<file path="config.mk">
export PLATFORM = sky130hd
export DESIGN_NAME = alu_arbiter
export DESIGN_NICKNAME = d
export VERILOG_FILES = /design/src/rtl/alu_arbiter.sv
export SDC_FILE = /design/constraint.sdc
export NUM_CORES = 1
export LEC_CHECK = 0
export BUFFER_PORTS_ARGS = -buffer_cell sky130_fd_sc_hd__clkbuf_2
export CAP_MARGIN = 30
export CORE_MARGIN = 5
export CORE_UTILIZATION = 44
export DETAILED_ROUTE_END_ITERATION = 8
export MAX_ROUTING_LAYER = met4
export PLACE_DENSITY = 0.91
export SKIP_LAST_GASP = 1
export SYNTH_ARGS = -nofsm -noshare
export SYNTH_HDL_FRONTEND = slang
export SYNTH_SLANG_ARGS = --single-unit
</file>
<file path="constraint.sdc">
create_clock -name clk -period 2.9 [get_ports clk]
set_input_delay 0.87 -clock clk [delete_from_list [all_inputs] [get_ports clk]]
set_output_delay 0.87 -clock clk [all_outputs]
set_load 0.05 [all_outputs]
</file>
<file path="src/rtl/alu_arbiter.sv">
// Round-robin arbiter/sequencer sharing one registered ALU among NUM_REQ clients.
// Optional ALU_ARB_STATS_EN adds a saturating completed-response counter op_count.
module alu_arbiter #(
  parameter int NUM_REQ   = 4,
  parameter int WIDTH     = 8,
  parameter int RES_WIDTH = 2*WIDTH,
  parameter int IDW       = $clog2(NUM_REQ)
) (
  input  logic                     clk,
  input  logic                     rst,
  input  logic [NUM_REQ-1:0]       req_valid,
  output logic [NUM_REQ-1:0]       req_ready,
  input  logic [2*NUM_REQ-1:0]     req_opcode,
  input  logic [WIDTH*NUM_REQ-1:0] req_a,
  input  logic [WIDTH*NUM_REQ-1:0] req_b,
  output logic [1:0]               alu_opcode,
  output logic [WIDTH-1:0]         alu_a,
  output logic [WIDTH-1:0]         alu_b,
  input  logic [RES_WIDTH-1:0]     alu_result,
  output logic                     rsp_valid,
  input  logic                     rsp_ready,
  output logic [IDW-1:0]           rsp_id,
  output logic [RES_WIDTH-1:0]     rsp_result
`ifdef ALU_ARB_STATS_EN
  ,
  output logic [15:0]              op_count
`endif
);

  typedef enum logic [1:0] {
    IDLE,
    EXEC,
    CAPT,
    RESP
  } state_t;

  state_t state, state_nx;

  logic [IDW-1:0]   last_grant;
  logic [IDW-1:0]   grant;
  logic [IDW-1:0]   hi_g;
  logic [IDW-1:0]   lo_g;
  logic             hi_hit;
  logic             found;
  logic             accept;
  logic             rsp_done;
  logic [1:0]       sel_op;
  logic [WIDTH-1:0] sel_a;
  logic [WIDTH-1:0] sel_b;

  // Lowest valid index above last_grant, else lowest valid overall (wrap).
  always_comb begin
    hi_hit = 1'b0;
    found  = 1'b0;
    hi_g   = '0;
    lo_g   = '0;
    for (int i = NUM_REQ-1; i >= 0; i--) begin
      if (req_valid[i]) begin
        found = 1'b1;
        lo_g  = IDW'(i);
        if (IDW'(i) > last_grant) begin
          hi_hit = 1'b1;
          hi_g   = IDW'(i);
        end
      end
    end
    grant = hi_hit ? hi_g : lo_g;
  end

  always_comb begin
    sel_op = '0;
    sel_a  = '0;
    sel_b  = '0;
    for (int i = 0; i < NUM_REQ; i++) begin
      if (IDW'(i) == grant) begin
        sel_op = req_opcode[2*i +: 2];
        sel_a  = req_a[WIDTH*i +: WIDTH];
        sel_b  = req_b[WIDTH*i +: WIDTH];
      end
    end
  end

  assign accept   = (state == IDLE) && found;
  assign rsp_done = rsp_valid && rsp_ready;

  always_comb begin
    req_ready = '0;
    if (accept && !rst) begin
      for (int i = 0; i < NUM_REQ; i++) begin
        if (IDW'(i) == grant) req_ready[i] = 1'b1;
      end
    end
  end

  always_ff @(posedge clk or posedge rst) begin
    if (rst) state <= IDLE;
    else     state <= state_nx;
  end

  always_comb begin
    state_nx = state;
    unique case (state)
      IDLE: if (found)     state_nx = EXEC;
      EXEC:                state_nx = CAPT;
      CAPT:                state_nx = RESP;
      RESP: if (rsp_ready) state_nx = IDLE;
      default:             state_nx = IDLE;
    endcase
  end

  always_ff @(posedge clk or posedge rst) begin
    if (rst) begin
      alu_opcode <= '0;
      alu_a      <= '0;
      alu_b      <= '0;
      rsp_valid  <= 1'b0;
      rsp_id     <= '0;
      rsp_result <= '0;
      last_grant <= IDW'(NUM_REQ-1);
    end else begin
      if (accept) begin
        alu_opcode <= sel_op;
        alu_a      <= sel_a;
        alu_b      <= sel_b;
        rsp_id     <= grant;
        last_grant <= grant;
      end
      if (state == CAPT) begin
        rsp_result <= alu_result;
        rsp_valid  <= 1'b1;
      end
      if (state == RESP && rsp_done) rsp_valid <= 1'b0;
    end
  end

`ifdef ALU_ARB_STATS_EN
  always_ff @(posedge clk or posedge rst) begin
    if (rst)                             op_count <= '0;
    else if (rsp_done && op_count != '1) op_count <= op_count + 16'd1;
  end
`endif

endmodule
</file>
# Word level (Yosys, flattened, before mapping)
# Cells that the tools add are included.
op_classes:
  eq_ne: 8
  mux: 47
  n_lt_le_gt_ge: 4
  reduce_logical: 9
op_table:
  columns: ["operator", "n"]
  rows:
  - ["$mux 8", 8]
  - ["$mux 2", 19]
  - ["$mux 1", 18]
  - ["$pmux 2 s4", 1]
  - ["$eq 2x2->1 const A", 2]
  - ["$eq 2x2->1 const B", 2]
  - ["$gt 1x2->1 const A", 2]
  - ["$gt 2x2->1 const A", 2]
  - ["$logic_and 1x1->1", 4]
  - ["$logic_not 2->1", 2]
  - ["$mux 4", 1]
  - ["$ne 2x2->1 const B", 2]
  - ["$eq 1x2->1 const A", 1]
  - ["$eq 2x1->1 const B", 1]
  - ["$reduce_and 2->1", 1]
  - ["$reduce_bool 2->1", 1]
  - ["$logic_not 1->1", 1]
word_totals:
  inputBits: 95
  wordCells: 76
  register_bits: 41
  out_inout_bits: 41

# Longest topological paths before layout
# Gate-level depths: netlist of the first run.
logic_depth:
  word_depth: 15
  depth_mapped: 8
  ltp_nobuf: 6

# Least setup slack after synthesis of the first run
# Ideal clock, no wire load.
synth_timing:
  path_kind: "in2out"
  startpoint: "input req_valid[3]"
  endpoint: "output req_ready[2]"
  t_required_ns: 2.030
  arrival_time_ns: 3.202
  stages: 6
  slack_ns: -1.172
  path_buffers: 2
  cell_sequence: "nand2b_1 -> a22o_1 -> buf_2 -> a211o_1 -> buf_6 -> nor4_1"
synth_between:
  elab_chain_cells: 11
  word_cells_on_any_way: 28
  classes_between: "eq/ne: 1; mux: 25; reduce/logical: 2"
synth_lines:
  columns: ["element", "line_no", "rtl"]
  rows:
  - ["from (decl)", "11", "input logic [NUM_REQ-1:0] req_valid,"]
  - ["$mux 2 / $mux 1 (equally long branches)", "58", "if (req_valid[i]) begin"]
  - ["$mux 2 / $mux 1 (equally long branches)", "61", "if (IDW'(i) > last_grant) begin"]
  - ["$mux 2 / $mux 1 (equally long branches)", "58", null]
  - ["$mux 2 / $mux 1 (equally long branches)", "61", null]
  - ["$mux 2 / $mux 1 (equally long branches)", "58", null]
  - ["$mux 2 / $mux 1 (equally long branches)", "61", null]
  - ["$mux 2 / $mux 1 (equally long branches)", "58", null]
  - ["$mux 2", "67", "grant = hi_hit ? hi_g : lo_g;"]
  - ["$eq 2x2->1", "90", "if (IDW'(i) == grant) req_ready[i] = 1'b1;"]
  - ["$mux 1", "90", null]
  - ["$mux 4 (*)", "88", "if (accept && !rst) begin"]
  - ["to (decl)", "12", "output logic [NUM_REQ-1:0] req_ready,"]
# Every way passes the cells marked *; elsewhere a longest branch is shown, timed or not.

# Final worst setup path of the first run
layout_timing:
  startpoint: "input req_valid[0]"
  endpoint: "output req_ready[3]"
layout_between:
  elab_chain_cells: 5
  word_cells_on_any_way: 10
  classes_between: "eq/ne: 1; mux: 7; reduce/logical: 2"
layout_lines:
  columns: ["element", "line_no"]
  rows:
  - ["$mux 2 / $mux 1 (equally long branches)", "58"]
  - ["$mux 2", "67"]
  - ["$eq 2x2->1", "90"]
  - ["$mux 1", "90"]
  - ["$mux 4 (*)", "88"]
# Marked as above.

==> key figures, run 1 <==
Outcome
  • Run status: complete, but fails checks
  • Failing checks: setup timing

Clocking
  • Count of H-tree levels built during CTS: 2
  • CTS root buf: clkbuf_8
  • Clock latency at the later pin of the worst-skew pair: just under 300 ps
  • Clock transition time at the flip-flop clock pins of the worst setup and hold paths: about 80 ps
  • Clock buffer count from CTS: 5
  • Maximum clock path buffer count: 2
  • Clk sinks: roughly 40
  • Count of hold-fix buffers inserted at cts: 0
  • CTS tree: yes

Logic synthesis
  • Share of the synthesized area in the top cell type: 41.2%
  • Synth Instances: ~230
  • List of most frequent post-synthesis cells: dfrtp_1, a211oi_1, nor2_1, mux2i_1, mux2_2
  • Top cell type by total area after synthesis: dfrtp_1
  • Portion of the post-synthesis area used by sequential elements: a little over two fifths
  • Most common flop cell mapped by yosys: dfrtp_1
  • Cells taking the most area after synthesis: dfrtp_1, a211oi_1, mux2i_1
  • Post-synthesis average cell area: between 10 and 15 µm²
  • Net Count, Synth: roughly 330
  • Cell area after synthesis: around 2400 µm²
  • Count of cell types in the netlist: 34
  • Leading cell type by number of instances after synthesis: dfrtp_1
  • Post-synthesis async set-or-reset flop share: 100%
  • Number of flops mapped to enable cells by yosys: 0
  • Synth Register Bits: 41
  • Warning count from the yosys run: 0

Run
  • Max-capacitance violation count: 0

Placed design
  • Final weighted congestion of routability-driven global placement: between 0.8 and 0.9
  • HPWL after detailed placement: about 5800 µm
  • Port Buffers: between 100 and 150

Worst setup path
  • Critical path capture point type: output port
  • Cell with the biggest individual delay on the critical path: nor4_4
  • WP buf/inv: 2
  • Critical path class: input pin to output port
  • WP data arrival: about 2000 ps
  • Sequence of cells on the critical path: clkbuf_2 -> nand2b_2 -> o22ai_2 -> nor2_2 -> nor4_4 -> clkbuf_8
  • CP peak stage delay: approximately 250 ps
  • Kind of cell adding the most delay to the critical path: simple AND/OR/NAND/NOR gates
  • CP startpoint kind: input pin
  • Worst-path maximum fanout: 5
  • Required time of the critical path: 2030 ps

Worst hold path
  • Hold WC Path Type: register to register

Power and ir drop
  • Portion of total power attributed to sequential cells: 25.0%
  • Switching pwr: around 0.0023 W
  • Switching share of total power: between 50 and 60%
  • Power Density: approximately 1200 nW/µm²
  • Standby leakage power: between 1.5 and 2 nW
  • Max VDD drop: 793 µV
  • Relative contribution of the clock network to total power: 10.6%
  • Share of power burned in combinational logic: between 60% and 70%
  • Internal power summed over all cells: 0.00204 W

Die
  • Standard-cell rows: 26
  • Area of the core: 5170 µm²
  • I/O pin cnt: about 140
  • Die Area: between 6000 and 7000 µm²
  • Initial Util: roughly 46%
  • Die height: 83.4 µm
  • Die width: between 80 and 90 µm

STA
  • Total negative slack: -41.0 ps
  • Final critical delay including setup and external delays: roughly 3000 ps
  • Worst clock skew on the final layout: 5.19 ps
  • Fin. Hold Viols: 0
  • Max Clock Freq: about 340 MHz
  • Setup slack after layout: -25.0 ps
  • Pins over their slew limit: 0
  • Worst-case headroom to the max-slew limit: 38.0%
  • Transition time of the tightest slew-check pin: roughly 900 ps
  • Unrepaired setup endpoints after global routing: yes
  • Share of the clock period used by the worst path after layout: 101%
  • Final setup violating endpoints: 2

Detailed routing
  • Final ANT Viol Nets: 0
  • Total via count after detailed routing: between 2,000 and 2,500
  • Met1 Routed Length: 3270 µm
  • Initial drt markers: 93
  • Number of iterations in the first detailed-routing pass: 4
  • Detailed-route vias per instance: roughly 5.5
  • Highest metal layer with signal wires: met4
  • Wire length after detailed routing: just under 8000 µm
  • Routed length on met2: approximately 3600 µm
  • Met3 layer wire length in the routed design: around 680 µm
  • DRC: 0
  • Wirelength per Cell: between 15 and 20 µm

Final layout
  • Antenna diode count: 0
  • Final core area utilization: 68.7%
  • Signed area change from the synthesized netlist to the final layout: 49.9%
  • Fraction of layout instances using a drive strength above 1: a little under three fifths
  • Net count of the finished layout: around 470

Global routing
  • Antenna violations before repair: 0
  • All-layer global routing usage: between 20 and 25%
  • First-pass GRT wire length: ~12,000 µm
  • Vias in the first global route: 2,510
  • Remaining Overflow, GRT: 0
  • Maximum number of pins on one net before global-route repair: 40
==> final cells by class <==
class	count	area [µm²]
clock buffer	6	72.6
inverter	4	15.0
tap	70	87.6
clock inverter	2	38.8
timing repair buffer	159	950
multi-input combinational	163	1360
sequential	41	1030
fill	382	1620
==> power groups by stage <==
stage | combinational (W) | sequential, W | clock, W
global route | 0.00295 | 0.00112 | 0.000501
CTS | 0.00271 | 0.00107 | 0.000474
global placement | 0.00262 | 0.00106 | 0
detailed placement | 0.00268 | 0.00107 | 0
floorplan | 0.00110 | 0.00194 | 0
finish | 0.00277 | 0.00108 | 0.000458
==> registers in the layout, indices dropped and copies added (netlist names) <==
name / count
rsp_result: 16
alu_a: 8
last_grant: 2
alu_opcode: 2
rsp_valid: 1
state: 2
alu_b: 8
rsp_id: 2
==> metrics by stage <==
step	hold slack [ps]	std cells	setup slack [ps]	power, W	cell area (µm²)
2_1_floorplan	517	226	-259	0.00305	2440
3_3_place_gp	474	431	-77.1	0.00368	3290
3_5_place_dp	478	431	-125	0.00376	3290
4_1_cts	497	441	-28.2	0.00426	3450
5_1_grt	530	445	-87.6	0.00457	3550
6_report	493	445	-25.0	0.00431	3550
==> layer usage <==
layer / track usage, % / up-vias
met2: 35.9 / 144
met1: 27.7 / 1126
met3: 7.03 / 16
met5: - / -
li1: - / 1141
met4: 5.05 / 0
==> final timing paths <==
kind	end	slack, ps	from	cells after the start
max in group asynchronous	last_grant[1]	1650	rst	3
max reg2reg	alu_opcode[0]	370	last_grant[1]	6
max	req_ready[3]	-30	req_valid[0]	6
min reg2reg	rsp_valid	490	rsp_valid	1
min in group asynchronous	alu_b[4]	570	rst	2
min	rsp_valid	490	rsp_valid	1
==> cells in the final DEF (no fill, tap or decap), drive strengths merged, types with 5 or more instances in the layout <==
cell type  instances
clkbuf           137
dfrtp             39
a211oi            37
buf               28
nor2              26
mux2i             19
mux2              16
nand2             12
and3               9
a2111oi            9
nor4               5
==> logic make-up after synthesis <==
kind of cell | count (synthesis) | share of synthesized area, %
and+or+nand+nor | 62 | 12.7
AOI/OAI and AO/OA | 62 | 21.6
adders and majority gates | 4 | 2.11
DFF | 41 | 43.4
buffers and inverters | 22 | 4.59
muxes | 35 | 15.6
==> repair_timing <==
action                                  4_1_cts  5_1_grt
resized for setup                             8       18
setup buffers                                 2        6
endpoints found under the setup margin        4        4
pin swaps                                     3        5
No activity file was read; power rests on OpenSTA's default activity.
==> inputs of run 2 (changes only) <==
Settings changed: SKIP_LAST_GASP 1 to unset.
==> key figures, run 2 (synthesis results as in run 1) <==
Outcome
  • Run status: complete, but fails checks
  • Failing checks: setup timing

STA
  • Hold slack final: around 500 ps
  • Max Clock Freq: around 340 MHz
  • Fin. Hold Viols: 0
  • Final setup violating endpoints: 1
  • Share of the clock period used by the worst path after layout: 100%
  • Transition time of the tightest slew-check pin: approximately 890 ps
  • Worst-case headroom to the max-slew limit: 40.3%
  • Pins over their slew limit: 0
  • Worst clock skew on the final layout: between 4 and 5 ps
  • Final critical delay including setup and external delays: a little under 3000 ps
  • Unrepaired setup endpoints after global routing: yes
  • Setup slack after layout: -5.10 ps

Detailed routing
  • Wire length after detailed routing: 7510 µm
  • Final ANT Viol Nets: 0
  • DRC: 0
  • Wirelength per Cell: 16.9 µm
  • Detailed-route vias per instance: 5.39
  • Total via count after detailed routing: 2,386
  • Initial drt markers: 82
  • Number of iterations in the first detailed-routing pass: 4

Final layout
  • Most flop-heavy register: rsp_result
  • Antenna diode count: 0
  • Largest register FFs: 16
  • Fraction of layout instances using a drive strength above 1: around 56%
  • Net count of the finished layout: 471
  • Final non-filler cell area: between 3000 and 4000 µm²
  • Most common library cell in the layout ignoring fill and taps: clkbuf_2
  • Leading cell types in the layout, fill and taps excluded: clkbuf_2, dfrtp_1, a211oi_1, nor2_1
  • Signed area change from the synthesized netlist to the final layout: 48.8%
  • Largest registers: rsp_result (16), alu_a (8), alu_b (8)

Placed design
  • Instance area after placement: around 3300 µm²
  • Port Buffers: around 140
  • HPWL after detailed placement: about 5800 µm
  • Post-placement setup slack: -125 ps
  • Final weighted congestion of routability-driven global placement: ~0.8

Worst setup path
  • Crit path top cell by count: clkbuf_8
  • Critical path class: input pin to output port
  • Destination of the worst register-to-register timing path: alu_b[1]
  • WP buf/inv: 2
  • Critical R2R Launch: state[0]
  • Worst-path maximum fanout: 8
  • Kind of cell adding the most delay to the critical path: compound AO/OA/AOI/OAI gates
  • Sequence of cells on the critical path: clkbuf_8 -> a22o_1 -> a211o_4 -> nor4_4 -> clkbuf_8
  • Worst R2R Setup Slack: around 440 ps
  • Critical path capture point type: output port
  • CP peak stage delay: ~360 ps
  • Cell with the biggest individual delay on the critical path: a211o_4
  • WP data arrival: just over 2000 ps
  • Required time of the critical path: 2030 ps
  • CP startpoint kind: input pin
  • R2r worst-path depth: 6

Clocking
  • Maximum clock path buffer count: 2
  • CTS root buf: clkbuf_8
  • Clk sinks: 41
  • Clock latency at the later pin of the worst-skew pair: slightly below 300 ps
  • Count of hold-fix buffers inserted at cts: 0
  • Clock buffer count from CTS: 5
  • Clock transition time at the flip-flop clock pins of the worst setup and hold paths: roughly 80 ps
  • CTS tree: yes
  • Count of H-tree levels built during CTS: 2

Run
  • Max-capacitance violation count: 0

Power and ir drop
  • Standby leakage power: 1.72 nW
  • Max VDD drop: between 700 and 800 µV
  • Power Density: around 1200 nW/µm²
  • Final Total Pwr: roughly 0.0043 W

Worst hold path
  • Hold WC Path Type: register to register
  • Number of stages on the worst hold path: 1
  • Hold path startpoint: rsp_valid
  • Hold worst-path end: rsp_valid

Die
  • Initial Util: a little under half
  • Die Area: between 6000 and 7000 µm²
  • Standard-cell rows: 26
  • Area of the core: around 5200 µm²
  • Die width: between 80 and 90 µm
  • I/O pin cnt: about 140
  • Die height: ~83 µm

Global routing
  • All-layer global routing usage: 22.3%
  • First-pass GRT wire length: 12,300 µm
  • Remaining Overflow, GRT: 0
  • Antenna violations before repair: 0
  • Vias in the first global route: between 2,000 and 3,000
  • Maximum number of pins on one net before global-route repair: 40
## run 2: cell type report
cell class / instances / area, µm²
clock buffers: 6 / 72.6
clock inverters: 2 / 38.8
fillers: 389 / 1650
inverters: 4 / 15.0
multi-input cells: 163 / 1350
flip-flops and latches: 41 / 1030
well taps: 70 / 87.6
repair buffers: 157 / 937
## run 2: how the worst max path moves through the flow
stage                     cells after the start          from           end
after global placement                        5  req_valid[1]  req_ready[3]
final                                         5  req_valid[1]  req_ready[3]
after CTS                                     5  req_valid[1]  req_ready[3]
after floorplan                               6  req_valid[3]  req_ready[2]
after detailed placement                      6  req_valid[3]  req_ready[3]
after global routing                          6  req_valid[3]  req_ready[3]
## run 2: layer usage
| metal | global-route usage (%) | routed length [µm] | part of all wire [%] | vias to the layer above |
|---|---|---|---|---|
| met3 | 7.03 | 734 | 9.8 | 12 |
| met2 | 35.6 | 3590 | 48 | 136 |
| met4 | 5.05 | 105 | 1.4 | 0 |
| met1 | 27.7 | 3080 | 41 | 1100 |
| li1 | - | - | - | 1138 |
| met5 | - | 0 | 0 | - |
## run 2: per-stage QoR
| step | std cells | utilization (%) | TNS (ps) |
|---|---|---|---|
| 4_1_cts | 441 | 67.5 | 0 |
| 3_5_place_dp | 431 | 63.6 | -288 |
| 3_3_place_gp | 431 | 63.6 | -138 |
| 2_1_floorplan | 226 | - | -518 |
| 6_report | 443 | 68.2 | -5.10 |
| 5_1_grt | 443 | 68.2 | -127 |
## run 2: power breakdown
| group | switching [W] | internal [W] | total, W |
|---|---|---|---|
| Sequential | 0.000190 | 0.000883 | 0.00107 |
| Combinational | 0.00186 | 0.000898 | 0.00276 |
| Clock | 0.000199 | 0.000258 | 0.000458 |
| Total | 0.00225 | 0.00204 | 0.00429 |
## run 2: what timing repair did
item,CTS,global route
resized for setup,14,6
endpoints found under the hold margin,0,0
pin swaps,3,0
setup buffers,2,2
setup endpoints to repair,4,4
